[config.mk]
export PLATFORM = sky130hd
export DESIGN_NAME = platform_spawner
export DESIGN_NICKNAME = d
export VERILOG_FILES = /design/src/rtl/platform_pkg.sv /design/src/rtl/rise_detect.sv /design/src/rtl/platform_spawner.sv
export SDC_FILE = /design/constraint.sdc
export NUM_CORES = 1
export LEC_CHECK = 0
export BUFFER_PORTS_ARGS = -buffer_cell sky130_fd_sc_hd__buf_2
export CAP_MARGIN = 20
export CORE_UTILIZATION = 63
export CTS_CLUSTER_DIAMETER = 80
export DETAILED_ROUTE_END_ITERATION = 10
export PLACE_DENSITY = 0.88
export SETUP_SLACK_MARGIN = 0.1
export SLEW_MARGIN = 30
export SYNTH_ARGS = -nofsm -noshare
export SYNTH_HDL_FRONTEND = slang
export SYNTH_HIERARCHICAL = 1
export SYNTH_SLANG_ARGS = --single-unit
[constraint.sdc]
create_clock -name Clk -period 4.49 [get_ports Clk]
set_clock_uncertainty 0.1 [all_clocks]
set_input_delay 0.6735 -clock Clk [delete_from_list [all_inputs] [get_ports Clk]]
set_output_delay 0.6735 -clock Clk [all_outputs]
set_load 0.005 [all_outputs]
[src/rtl/platform_pkg.sv]
// rtl/platform_pkg.sv - shared types and default geometry for the platform spawner
//
// Purpose: default geometry parameters, reset-layout constants, the per-slot
// platform record and the spawner state encoding.
// Ports: none (package).

package platform_pkg;

  localparam int NUM_PLAT_DEF = 8;
  localparam int SCREEN_W_DEF = 640;
  localparam int SCREEN_H_DEF = 480;
  localparam int PLAT_W_DEF   = 64;
  localparam int MIN_GAP_DEF  = 40;

  localparam int XW = 10;  // x coordinate width (unsigned)
  localparam int YW = 11;  // y coordinate width (signed, negative = above screen)
  localparam int RW = 9;   // LFSR / scroll value width

  // Reset layout: evenly spaced staircase from the bottom of the screen upward.
  localparam int RESET_X_STEP = 64;
  localparam int RESET_Y0     = 440;
  localparam int RESET_Y_STEP = 60;

  typedef struct packed {
    logic        [XW-1:0] x;
    logic signed [YW-1:0] y;
  } plat_t;

  typedef enum logic [2:0] {
    IDLE,
    SCROLL,
    CHECK,
    WAIT_RAND,
    SPAWN,
    DONE
  } spawn_state_t;

endpackage

[src/rtl/rise_detect.sv]
// rtl/rise_detect.sv - single-cycle rising-edge detector for a level input
//
// Purpose: pulse is high in the cycle where d is high and was low the cycle
// before. A level already high out of reset produces one pulse.
// Ports:
//   Clk      in   clock
//   Reset_n  in   asynchronous active-low reset (history cleared to 0)
//   d        in   level input
//   pulse    out  rising-edge strobe

module rise_detect (
  input  logic Clk,
  input  logic Reset_n,
  input  logic d,
  output logic pulse
);

  logic d_q;

  always_ff @(posedge Clk or negedge Reset_n) begin
    if (!Reset_n) begin
      d_q <= 1'b0;
    end else begin
      d_q <= d;
    end
  end

  assign pulse = d & ~d_q;

endmodule

[src/rtl/platform_spawner.sv]
// rtl/platform_spawner.sv - scrolls, retires and respawns the on-screen platform table
//
// Purpose: once per accepted frame, scroll all platforms down by scroll_dy,
// then walk the slots in index order; any slot that has fallen off the bottom
// is respawned above the current topmost platform using a fresh LFSR value.
// Ports:
//   Clk          in   system clock
//   Reset_n      in   asynchronous active-low reset
//   frame_start  in   per-frame pulse, accepted only while idle
//   scroll_dy    in   [8:0]  downward scroll, latched on acceptance
//   rand_val     in   [8:0]  LFSR value, sampled on a rand_valid rising edge
//   rand_valid   in   LFSR value-ready level
//   plat_x       out  [NUM_PLAT*10-1:0] packed slot x (slot i at [i*10 +: 10])
//   plat_y       out  [NUM_PLAT*11-1:0] packed signed slot y (slot i at [i*11 +: 11])
//   busy         out  high outside IDLE
//   update_done  out  one-cycle pulse at the end of a frame update

module platform_spawner
  import platform_pkg::*;
#(
  parameter int NUM_PLAT = NUM_PLAT_DEF,
  parameter int SCREEN_W = SCREEN_W_DEF,
  parameter int SCREEN_H = SCREEN_H_DEF,
  parameter int PLAT_W   = PLAT_W_DEF,
  parameter int MIN_GAP  = MIN_GAP_DEF
) (
  input  logic                   Clk,
  input  logic                   Reset_n,
  input  logic                   frame_start,
  input  logic [RW-1:0]          scroll_dy,
  input  logic [RW-1:0]          rand_val,
  input  logic                   rand_valid,
  output logic [NUM_PLAT*XW-1:0] plat_x,
  output logic [NUM_PLAT*YW-1:0] plat_y,
  output logic                   busy,
  output logic                   update_done
);

  localparam int KW = (NUM_PLAT > 1) ? $clog2(NUM_PLAT) : 1;
  localparam logic        [KW-1:0] K_LAST    = KW'(NUM_PLAT - 1);
  localparam logic signed [YW-1:0] Y_LIMIT   = YW'(SCREEN_H);
  localparam logic signed [YW-1:0] TOP_RESET = YW'(RESET_Y0 - (NUM_PLAT - 1) * RESET_Y_STEP);

  // A full 9-bit random x must always leave the platform inside the screen.
  if (SCREEN_W - PLAT_W < 511) begin : g_x_range_check
    $error("platform_spawner: SCREEN_W - PLAT_W must be at least 511");
  end

  spawn_state_t         state, state_nxt;
  plat_t                slots [NUM_PLAT];
  logic signed [YW-1:0] top_y;
  logic        [RW-1:0] dy_r;
  logic        [RW-1:0] rand_r;
  logic        [KW-1:0] k;
  logic                 rand_rise;
  logic                 slot_off;
  logic signed [YW-1:0] spawn_y;

  logic do_start, do_scroll, do_adv, do_capture, do_spawn;

  rise_detect u_rand_rise (
    .Clk     (Clk),
    .Reset_n (Reset_n),
    .d       (rand_valid),
    .pulse   (rand_rise)
  );

  // Signed compare so slots parked above the screen (negative y) stay live.
  assign slot_off = (slots[k].y >= Y_LIMIT);

  // New slot sits MIN_GAP..MIN_GAP+31 above the current topmost platform.
  assign spawn_y = top_y - YW'(MIN_GAP) - {{(YW-5){1'b0}}, rand_r[4:0]};

  // State register
  always_ff @(posedge Clk or negedge Reset_n) begin
    if (!Reset_n) begin
      state <= IDLE;
    end else begin
      state <= state_nxt;
    end
  end

  // Next-state logic
  always_comb begin
    state_nxt = state;
    case (state)
      IDLE:      if (frame_start) state_nxt = SCROLL;
      SCROLL:    state_nxt = CHECK;
      CHECK: begin
        if (slot_off)         state_nxt = WAIT_RAND;
        else if (k == K_LAST) state_nxt = DONE;
        else                  state_nxt = CHECK;
      end
      WAIT_RAND: if (rand_rise) state_nxt = SPAWN;
      SPAWN:     state_nxt = CHECK;  // re-check slot k, which is now on-screen
      DONE:      state_nxt = IDLE;
      default:   state_nxt = IDLE;
    endcase
  end

  // Output and datapath-control decode
  always_comb begin
    busy        = (state != IDLE);
    update_done = (state == DONE);
    do_start    = (state == IDLE) && frame_start;
    do_scroll   = (state == SCROLL);
    do_adv      = (state == CHECK) && !slot_off && (k != K_LAST);
    do_capture  = (state == WAIT_RAND) && rand_rise;
    do_spawn    = (state == SPAWN);
  end

  // Slot table and frame working registers
  always_ff @(posedge Clk or negedge Reset_n) begin
    if (!Reset_n) begin
      for (int i = 0; i < NUM_PLAT; i++) begin
        slots[i].x <= XW'(i * RESET_X_STEP);
        slots[i].y <= YW'(RESET_Y0 - i * RESET_Y_STEP);
      end
      top_y  <= TOP_RESET;
      dy_r   <= '0;
      rand_r <= '0;
      k      <= '0;
    end else begin
      if (do_start) begin
        dy_r <= scroll_dy;
        k    <= '0;
      end
      if (do_scroll) begin
        for (int i = 0; i < NUM_PLAT; i++) begin
          slots[i].y <= slots[i].y + $signed({2'b00, dy_r});
        end
        top_y <= top_y + $signed({2'b00, dy_r});
      end
      if (do_adv) begin
        k <= k + KW'(1);
      end
      if (do_capture) begin
        rand_r <= rand_val;
      end
      if (do_spawn) begin
        slots[k].x <= {1'b0, rand_r};
        slots[k].y <= spawn_y;
        top_y      <= spawn_y;
      end
    end
  end

  for (genvar i = 0; i < NUM_PLAT; i++) begin : g_flat
    assign plat_x[i*XW +: XW] = slots[i].x;
    assign plat_y[i*YW +: YW] = slots[i].y;
  end

endmodule

==> results.toml, run 1 <==
[outcome]
status = "complete, no violations"

[die]
core_um2 = 20200
fp.dieW_um = 145
io_pins = 192
die_height_um = 145
initial_core_util_pct = 64.1
row_count = 52
dieArea_um2 = 21100

[worst_setup_path]
critPathCaptureType = "flop"
critPathKind = "flop to flop"
cp_num_buf_inv = 1
slowest_stage = "a2bb2oi_1"
start_kind = "flop"
worstPathArrival_ns = 3.96
max_stage_delay_ns = 0.65
crit_required_ns = 4.77
worstPathMaxFanout = 8
crit_path_cell_trace = "inv_1 -> ha_1 -> ha_1 -> fa_1 -> a21o_1 -> a21oi_1 -> nor2b_1 -> nor3_1 -> a2bb2oi_1 -> mux2_2 -> o21ai_0"
crit_family = "compound AO/OA/AOI/OAI gates"
crit_top_cell = "ha_1"

[clock_network]
numClockSinks = 204
cts_max_level = 1
clock_latency_ns = 0.54
numCtsBuffers = 24
cts_tree = "done"
cts-resized-gates = 0
cts.clk_slew.worst_paths_ns = 0.06
cts-root-buf = "clkbuf_16"
postCtsSetupRepairBufs = 0
max-clock-path-buffers = 3
ctsHoldBuffers = 0

[yosys]
syn_avg_cell_area_um2 = 9.10
synth_common_cells = "nand2_1, dfrtp_1, o21ai_0, ha_1, a21oi_1"
synth_most_common_cell = "nand2_1"
async_reset_ff_share_pct = 100
synth_cells = 1420
syn_nets = 1546
synth.top_cell.area_share_pct = 32.0
yosysWarnings = 6
yosysUniqueCellTypes = 79
yosys-top-cells-area = "dfrtp_1, ha_1, dfstp_2, nand2_1, o21ai_0"
ys_ff_latch = 204
synth-edff-count = 0
yosysTopAreaCell = "dfrtp_1"
yosysSeqAreaShare_pct = 39.9
yosys_most_used_dff = "dfrtp_1"
synth_area_um2 = 12900

[pwr]
p_per_area_nw_per_um2 = 874
vdd_ir_drop_max_mv = 0.553
p_leak_nw = 7.42

[placement]
globalplace.congestion = 0.949
port_buffers = 191
dp_slack_ns = 0.902
hpwl_um = 27900
placedCellCount = 1831

[grt]
grt_max_degree = 92
use_met1_pct = 47.7
overflow = 0
grt_pass1_wl_um = 63600
use_met2_pct = 62.1
grt_use_met3_pct = 10.8
antenna_found_initial = 1
busiest_layer = "met2"
grt_pass1_vias = 11900
grt_use_total_pct = 38.7

[sta]
rsz0062_at_grt = "no"
slew_headroom_pct = 28.4
fin_setup_tns_ns = 0
setup_viol = 0
drv_slew = 0
holdWs_ns = 0.131
finalHoldViolCount = 0
max_slew.worst_pin.slew_ns = 1.07
layout_setup_ws_ns = 0.809
finalCriticalPeriod_ns = 3.68
period_share_pct = 82.0
fmax_mhz = 272

[routing]
drt_pass1_iterations = 7
vias = 12000
ant_nets = 0
post-route-drc-count = 0
first_iter_violations = 966
via_per_inst = 6.41
avgRoutedWirePerCell_um = 21.6
routed_wl_um = 40500

[cells_and_area]
drive_gt1_share_pct = 22.1
fin_cells = 1875
multi_input_area_um2 = 7270
regArea_um2 = 5150
fin_nets = 1713
diodes = 0
fillerInstances = 1515
area_delta_synth_final_pct = 15.4

[hold_path]
hold_path_class = "input pin to asynchronous set/reset pin"

[flow_run]
drv_cap = 0
-- report_power, final --
group          total, mW  switching [mW]  internal [mW]
registers           3.65            1.04           2.61
logic               7.37            4.46           2.91
clock network       2.01           0.809           1.20
-- placed cells by master (no fill, tap or decap), types with 14 or more instances in the layout --
| cell type | n |
|---|---|
| buf_4 | 20 |
| a21oi_1 | 86 |
| mux2_2 | 39 |
| buf_2 | 190 |
| dfstp_2 | 39 |
| inv_1 | 50 |
| a211oi_1 | 40 |
| xnor2_1 | 27 |
| nor2_1 | 81 |
| nor3_1 | 35 |
| o21ai_0 | 117 |
| o21a_1 | 14 |
| a21o_1 | 22 |
| clkbuf_16 | 24 |
| mux2i_1 | 26 |
| nand2_1 | 251 |
| nand3_1 | 22 |
| xor2_1 | 18 |
| nor2b_1 | 22 |
| ha_1 | 94 |
| dfrtp_1 | 165 |
| or3_1 | 16 |
-- layer usage --
layer	part of all wire (%)	vias up
met2	46	729
met1	37	5733
met5	0	-
met3	11	171
li1	-	5385
met4	5.7	0
-- worst paths after layout --
kind,start,end,slack [ns],cells after the start
setup / recovery,rand_r[1],plat_y[73],0.81,11
hold / removal,Reset_n,plat_y[45],0.13,1
setup reg to reg,rand_r[1],plat_y[73],0.81,11
hold reg to reg,flop,flop,0.36,2
max in group asynchronous,Reset_n,asynchronous set/reset pin,3.21,2
min in group Clk,rand_valid,u_rand_rise/d_q,0.18,1
-- final cells by class --
type | count | area share [%]
clock buffers | 35 | 4.71
clock inverters | 9 | 0.772
inverters | 52 | 1.31
multi-input cells | 1093 | 48.8
flip-flops and latches | 204 | 34.6
well taps | 270 | 2.27
repair buffers | 212 | 7.61
-- per-stage QoR --
| step | cell area [um2] | power (mW) | util, % |
|---|---|---|---|
| final | 14900 | 13.0 | 73.9 |
| after global routing | 14900 | 13.8 | 73.9 |
| after CTS | 14900 | 12.8 | 73.9 |
| after detailed placement | 14100 | 10.7 | 69.8 |
| after global placement | 14100 | 10.4 | 69.8 |
| after floorplan | 12900 | 8.11 | - |
-- logic make-up after synthesis --
kind of cell / synth area share [%]
AND/OR/NAND/NOR: 17.2
AO/OA/AOI/OAI: 18.8
flip-flops: 39.9
buffers and inverters: 4.27
adder cells (fa/ha/maj): 10.7
multiplexers: 5.82
XOR/XNOR: 3.38
(Power assumes the default switching activity.)
==> run 2: changes to the inputs <==
--- a/config.mk
+++ b/config.mk
@@ -7,10 +7,10 @@
 export LEC_CHECK = 0
 export BUFFER_PORTS_ARGS = -buffer_cell sky130_fd_sc_hd__buf_2
 export CAP_MARGIN = 20
-export CORE_UTILIZATION = 63
+export CORE_UTILIZATION = 53
 export CTS_CLUSTER_DIAMETER = 80
 export DETAILED_ROUTE_END_ITERATION = 10
-export PLACE_DENSITY = 0.88
+export PLACE_DENSITY = 0.79
 export SETUP_SLACK_MARGIN = 0.1
 export SLEW_MARGIN = 30
 export SYNTH_ARGS = -nofsm -noshare
==> constraint.sdc (replaced) <==
create_clock -name Clk -period 3.3 [get_ports Clk]
set_clock_uncertainty 0.1 [all_clocks]
set_input_delay 0.495 -clock Clk [delete_from_list [all_inputs] [get_ports Clk]]
set_output_delay 0.495 -clock Clk [all_outputs]
set_load 0.005 [all_outputs]
==> run 2 against run 1 <==
  * Core utilization fell by 9.3 points
  * Clock power rose by 46%
  * Count of clock-buffer cells in the layout fell by 2
  * Largest power group unchanged
==> results.toml, run 2 (synthesis gave the netlist of run 1 again) <==
[placement]
dp_slack_ns = 0.254
placedCellCount = 1914
globalplace.congestion = 0.964
hpwl_um = 28400
place_area_um2 = 14400
port_buffers = 191

[sta]
fin_setup_tns_ns = 0
period_share_pct = 91.3
finalHoldViolCount = 0
max_slew.worst_pin.slew_ns = 0.893
rsz0062_at_grt = "no"
holdWs_ns = 0.0579
layout_setup_ws_ns = 0.289
fmax_mhz = 332
slew_headroom_pct = 40.0
drv_slew = 0
setup_viol = 0
finalCriticalPeriod_ns = 3.01

[die]
initial_core_util_pct = 54.6
io_pins = 192
fp.dieW_um = 158
core_um2 = 23700
die_height_um = 158
row_count = 56
dieArea_um2 = 25000

[pwr]
finalPower_mw = 18.3
vdd_ir_drop_max_mv = 0.803
p_leak_nw = 7.61
p_per_area_nw_per_um2 = 1200

[worst_setup_path]
worstPathArrival_ns = 3.34
crit_required_ns = 3.63
critPathCaptureType = "flop"
critPathKind = "flop to flop"
r2r_slack_ns = 0.29
start_kind = "flop"
worstPathMaxFanout = 8

[grt]
overflow = 0
antenna_found_initial = 0
grt_pass1_vias = 11600
grt_use_total_pct = 32.2
grt_pass1_wl_um = 61800
grt_max_degree = 77

[routing]
ant_nets = 0
post-route-drc-count = 0
avgRoutedWirePerCell_um = 20.2
vias = 11900
top_layer_used = "met4"
via_per_inst = 6.09
m1WireLength_um = 16000
first_iter_violations = 1140
routed_wl_um = 39600
drt_pass1_iterations = 6
wl_met2_um = 17800
dr_wl_met3_um = 3580

[cells_and_area]
diodes = 0
layout_common_cells = "nand2_1, buf_2, dfrtp_1"
fin_cells = 1959
fin_util_pct = 64.6
stdcell_area_um2 = 15300
fillerInstances = 1995
final_common_cell = "nand2_1"
drive_gt1_share_pct = 23.3
fin_nets = 1749
area_delta_synth_final_pct = 18.4

[clock_network]
clock_latency_ns = 0.54
cts.clk_slew.worst_paths_ns = 0.06
cts-root-buf = "clkbuf_16"
cts_tree = "done"
numClockSinks = 204
cts_max_level = 1
postCtsSetupRepairBufs = 0
max-clock-path-buffers = 3
numCtsBuffers = 24

[flow_run]
drv_cap = 0

[outcome]
status = "complete, no violations"

[hold_path]
hold_path_class = "input pin to flop"
[run 2: cell count changes in the layout (fill, tap and decap cells not counted), moves of 3 or more]
cell       previous run  this run
buf_4                20        52
clkbuf_8              7         4
xnor2_2               4         1
bufinv_16             2         5
xnor2_1              27        30
[run 2: worst paths after layout]
check                      depth (start not counted)    startpoint    endpoint
max                                               11      top_y[1]  plat_y[73]
min                                                3  scroll_dy[5]     dy_r[5]
max reg2reg                                       11      top_y[1]  plat_y[73]
min reg2reg                                        2          flop        flop
max in group asynchronous                          3       Reset_n   plat_y[7]
min in group asynchronous                          2       Reset_n  plat_y[44]
[run 2: cell type report]
type	instances	area (um2)	area share (%)
well taps	319	399	2.61
repair buffers	248	1440	9.38
clock buffers	33	664	4.34
inverters	52	195	1.28
multi-input cells	1093	7240	47.3
flip-flops and latches	204	5150	33.7
clock inverters	10	214	1.40
[run 2: worst max-delay path: stages, from the launching register on]
cell	delay [ns]
dfrtp_1	0.43
ha_1	0.31
ha_1	0.21
fa_1	0.47
a21o_1	0.21
a21oi_2	0.20
nor2b_1	0.09
o21ai_1	0.25
a2bb2oi_1	0.11
buf_4	0.18
mux2_2	0.26
o21ai_0	0.08
[run 2: routing by layer]
layer  vias up  global-route usage (%)
met5         -                       0
met4         0                    17.4
met3       145                    7.75
met2       569                    51.6
met1      5751                    39.9
li1       5464                       -
[run 2: what timing repair did]
item                                    CTS  global route
endpoints found under the hold margin    59             0
hold buffers                              2             0
endpoints found under the setup margin    0            13
resized for setup                         0             2
[run 2: where the power goes]
| part | switching [mW] | internal, mW |
|---|---|---|
| Combinational | 6.17 | 4.35 |
| Sequential | 1.32 | 3.55 |
| Clock | 1.11 | 1.81 |
| Total | 8.60 | 9.71 |
==> run 3: changes to the inputs <==
--- a/config.mk
+++ b/config.mk
@@ -7,10 +7,10 @@
 export LEC_CHECK = 0
 export BUFFER_PORTS_ARGS = -buffer_cell sky130_fd_sc_hd__buf_2
 export CAP_MARGIN = 20
-export CORE_UTILIZATION = 53
+export CORE_UTILIZATION = 45
 export CTS_CLUSTER_DIAMETER = 80
 export DETAILED_ROUTE_END_ITERATION = 10
-export PLACE_DENSITY = 0.79
+export PLACE_DENSITY = 0.69
 export SETUP_SLACK_MARGIN = 0.1
 export SLEW_MARGIN = 30
 export SYNTH_ARGS = -nofsm -noshare
==> run 3 against run 2 <==
  * First-iteration DRC count fell by 17%
  * Via count fell by 2.5%
  * Sequential power barely moved
  * Clock power rose by 2%
  * Critical path type unchanged
  * Largest power group unchanged
  * Highest routed layer unchanged
==> results.toml, run 3 (synthesis gave the netlist of run 1 again) <==
[outcome]
status = "complete, no violations"

[sta]
rsz0062_at_grt = "no"
slew_headroom_pct = 32.8
finalCriticalPeriod_ns = 2.98
max_slew.worst_pin.slew_ns = 1.00
finalHoldViolCount = 0
setup_viol = 0
holdWs_ns = 0.0529
fmax_mhz = 336
drv_slew = 0
period_share_pct = 90.2
fin_setup_tns_ns = 0

[worst_setup_path]
crit_family = "adder cells"
crit_path_cell_trace = "ha_1 -> ha_1 -> fa_1 -> a21o_1 -> a21oi_2 -> nor2b_1 -> o21ai_1 -> a2bb2oi_1 -> buf_4 -> mux2_2 -> o21ai_0"
critPathCaptureType = "flop"
max_stage_delay_ns = 0.47
slowest_stage = "fa_1"
critPathKind = "flop to flop"
worstPathArrival_ns = 3.33
reg2regPathDepth = 11
crit_required_ns = 3.65
worst-path-stages = 11
worstPathMaxFanout = 8
start_kind = "flop"
crit_top_cell = "ha_1"
cp_num_buf_inv = 1

[cells_and_area]
diodes = 0
area_delta_synth_final_pct = 18.9
fin_nets = 1747
drive_gt1_share_pct = 23.5
fillerInstances = 2545
regArea_um2 = 5150
multi_input_area_um2 = 7240
layout_common_cells = "nand2_1, buf_2, dfrtp_1"
final_common_cell = "nand2_1"

[grt]
overflow = 0
grt_max_degree = 73
antenna_found_initial = 0
grt_pass1_vias = 11300
grt_use_total_pct = 28.5
grt_pass1_wl_um = 63900

[pwr]
p_per_area_nw_per_um2 = 1190
p_comb_share_pct = 57.2
vdd_ir_drop_max_mv = 0.591
p_seq_share_pct = 26.6
clock_power_share_pct = 16.2
p_int_mw = 9.70
p_leak_nw = 7.62
p_sw_mw = 8.64
p_sw_share_pct = 47.1

[clock_network]
cts_tree = "done"
cts.clk_slew.worst_paths_ns = 0.06
cts_max_level = 1
postCtsSetupRepairBufs = 0
cts-root-buf = "clkbuf_16"
numCtsBuffers = 24
clock_latency_ns = 0.54
numClockSinks = 204
max-clock-path-buffers = 3

[routing]
via_per_inst = 5.77
ant_nets = 0
vias = 11600
routed_wl_um = 41200
post-route-drc-count = 0
drt_pass1_iterations = 5
first_iter_violations = 945
avgRoutedWirePerCell_um = 20.4

[placement]
hpwl_um = 29000
port_buffers = 191
globalplace.congestion = 0.910

[flow_run]
drv_cap = 0

[hold_path]
hold_path_class = "input pin to flop"
holdPathStages = 3

[die]
initial_core_util_pct = 46.1
io_pins = 192
dieArea_um2 = 29400
row_count = 61
die_height_um = 171
core_um2 = 28000
fp.dieW_um = 171
==> run 3: cell count changes in the layout (fill, tap and decap cells not counted) <==
cell and change:
clkbuf_1 -4, clkinv_2 +7, buf_4 -3, clkbuf_8 -2, bufinv_16 +1, clkinv_16 -1, buf_12 +1
==> run 3: per-layer routing <==
layer	wire length, um	track usage [%]	vias up	share of wire (%)
met5	0	0	-	0
li1	-	-	5458	-
met4	1490	10.4	0	3.6
met3	3960	6.97	92	9.6
met1	17400	37.7	5566	42
met2	18300	45.2	513	45
==> run 3: worst reg2reg max path, stage by stage (launching register included) <==
cell	delay (ns)
dfrtp_1	0.43
ha_1	0.32
ha_1	0.22
fa_1	0.47
a21o_1	0.21
a21oi_2	0.21
nor2b_1	0.08
o21ai_1	0.24
a2bb2oi_1	0.10
buf_4	0.18
mux2_2	0.26
o21ai_0	0.07
==> run 3: area by class of cell <==
type | count | share of cell area [%]
Multi-Input combinational cell | 1093 | 47.1
Sequential cell | 204 | 33.6
Timing Repair Buffer | 246 | 9.32
Clock buffer | 27 | 4.05
Tap cell | 378 | 3.08
Clock inverter | 17 | 1.62
Inverter | 52 | 1.27
==> run 3: path summary, 6_finish.rpt <==
check / endpoint / startpoint / slack, ns
hold / removal: dy_r[3] / scroll_dy[3] / 0.05
hold reg to reg: flop / flop / 0.36
min in group asynchronous: dy_r[4] / Reset_n / 0.43
setup / recovery: plat_y[73] / top_y[1] / 0.32
setup reg to reg: plat_y[73] / top_y[1] / 0.32
max in group asynchronous: asynchronous set/reset pin / Reset_n / 1.79
==> run 3: power by group through the flow <==
stage / sequential (mW) / clock [mW] / combinational (mW)
after floorplan: 4.38 / 0 / 6.65
after global placement: 4.85 / 0 / 10.1
after detailed placement: 4.88 / 0 / 10.3
after CTS: 4.86 / 3.02 / 10.4
after global routing: 5.00 / 3.10 / 11.6
final: 4.88 / 2.98 / 10.5
==> run 3: repair_timing <==
action / 4_1_cts / 5_1_grt
hold endpoints to repair: 55 / 0
gates resized for setup: 0 / 2
hold buffers: 2 / 0
endpoints found under the setup margin: 0 / 19
==> run 3: stage by stage <==
step / cell area [um2] / utilization (%) / worst slack [ns] / total power [mW] / instances
after CTS: 15400 / 54.8 / 0.214 / 18.3 / 2017
after detailed placement: 14500 / 51.7 / 0.228 / 15.2 / 1971
after global routing: 15400 / 54.9 / 0.136 / 19.7 / 2017
after floorplan: 12900 / - / 0.330 / 11.0 / 1420
final: 15400 / 54.9 / 0.323 / 18.3 / 2017
after global placement: 14500 / 51.7 / 0.321 / 15.0 / 1971
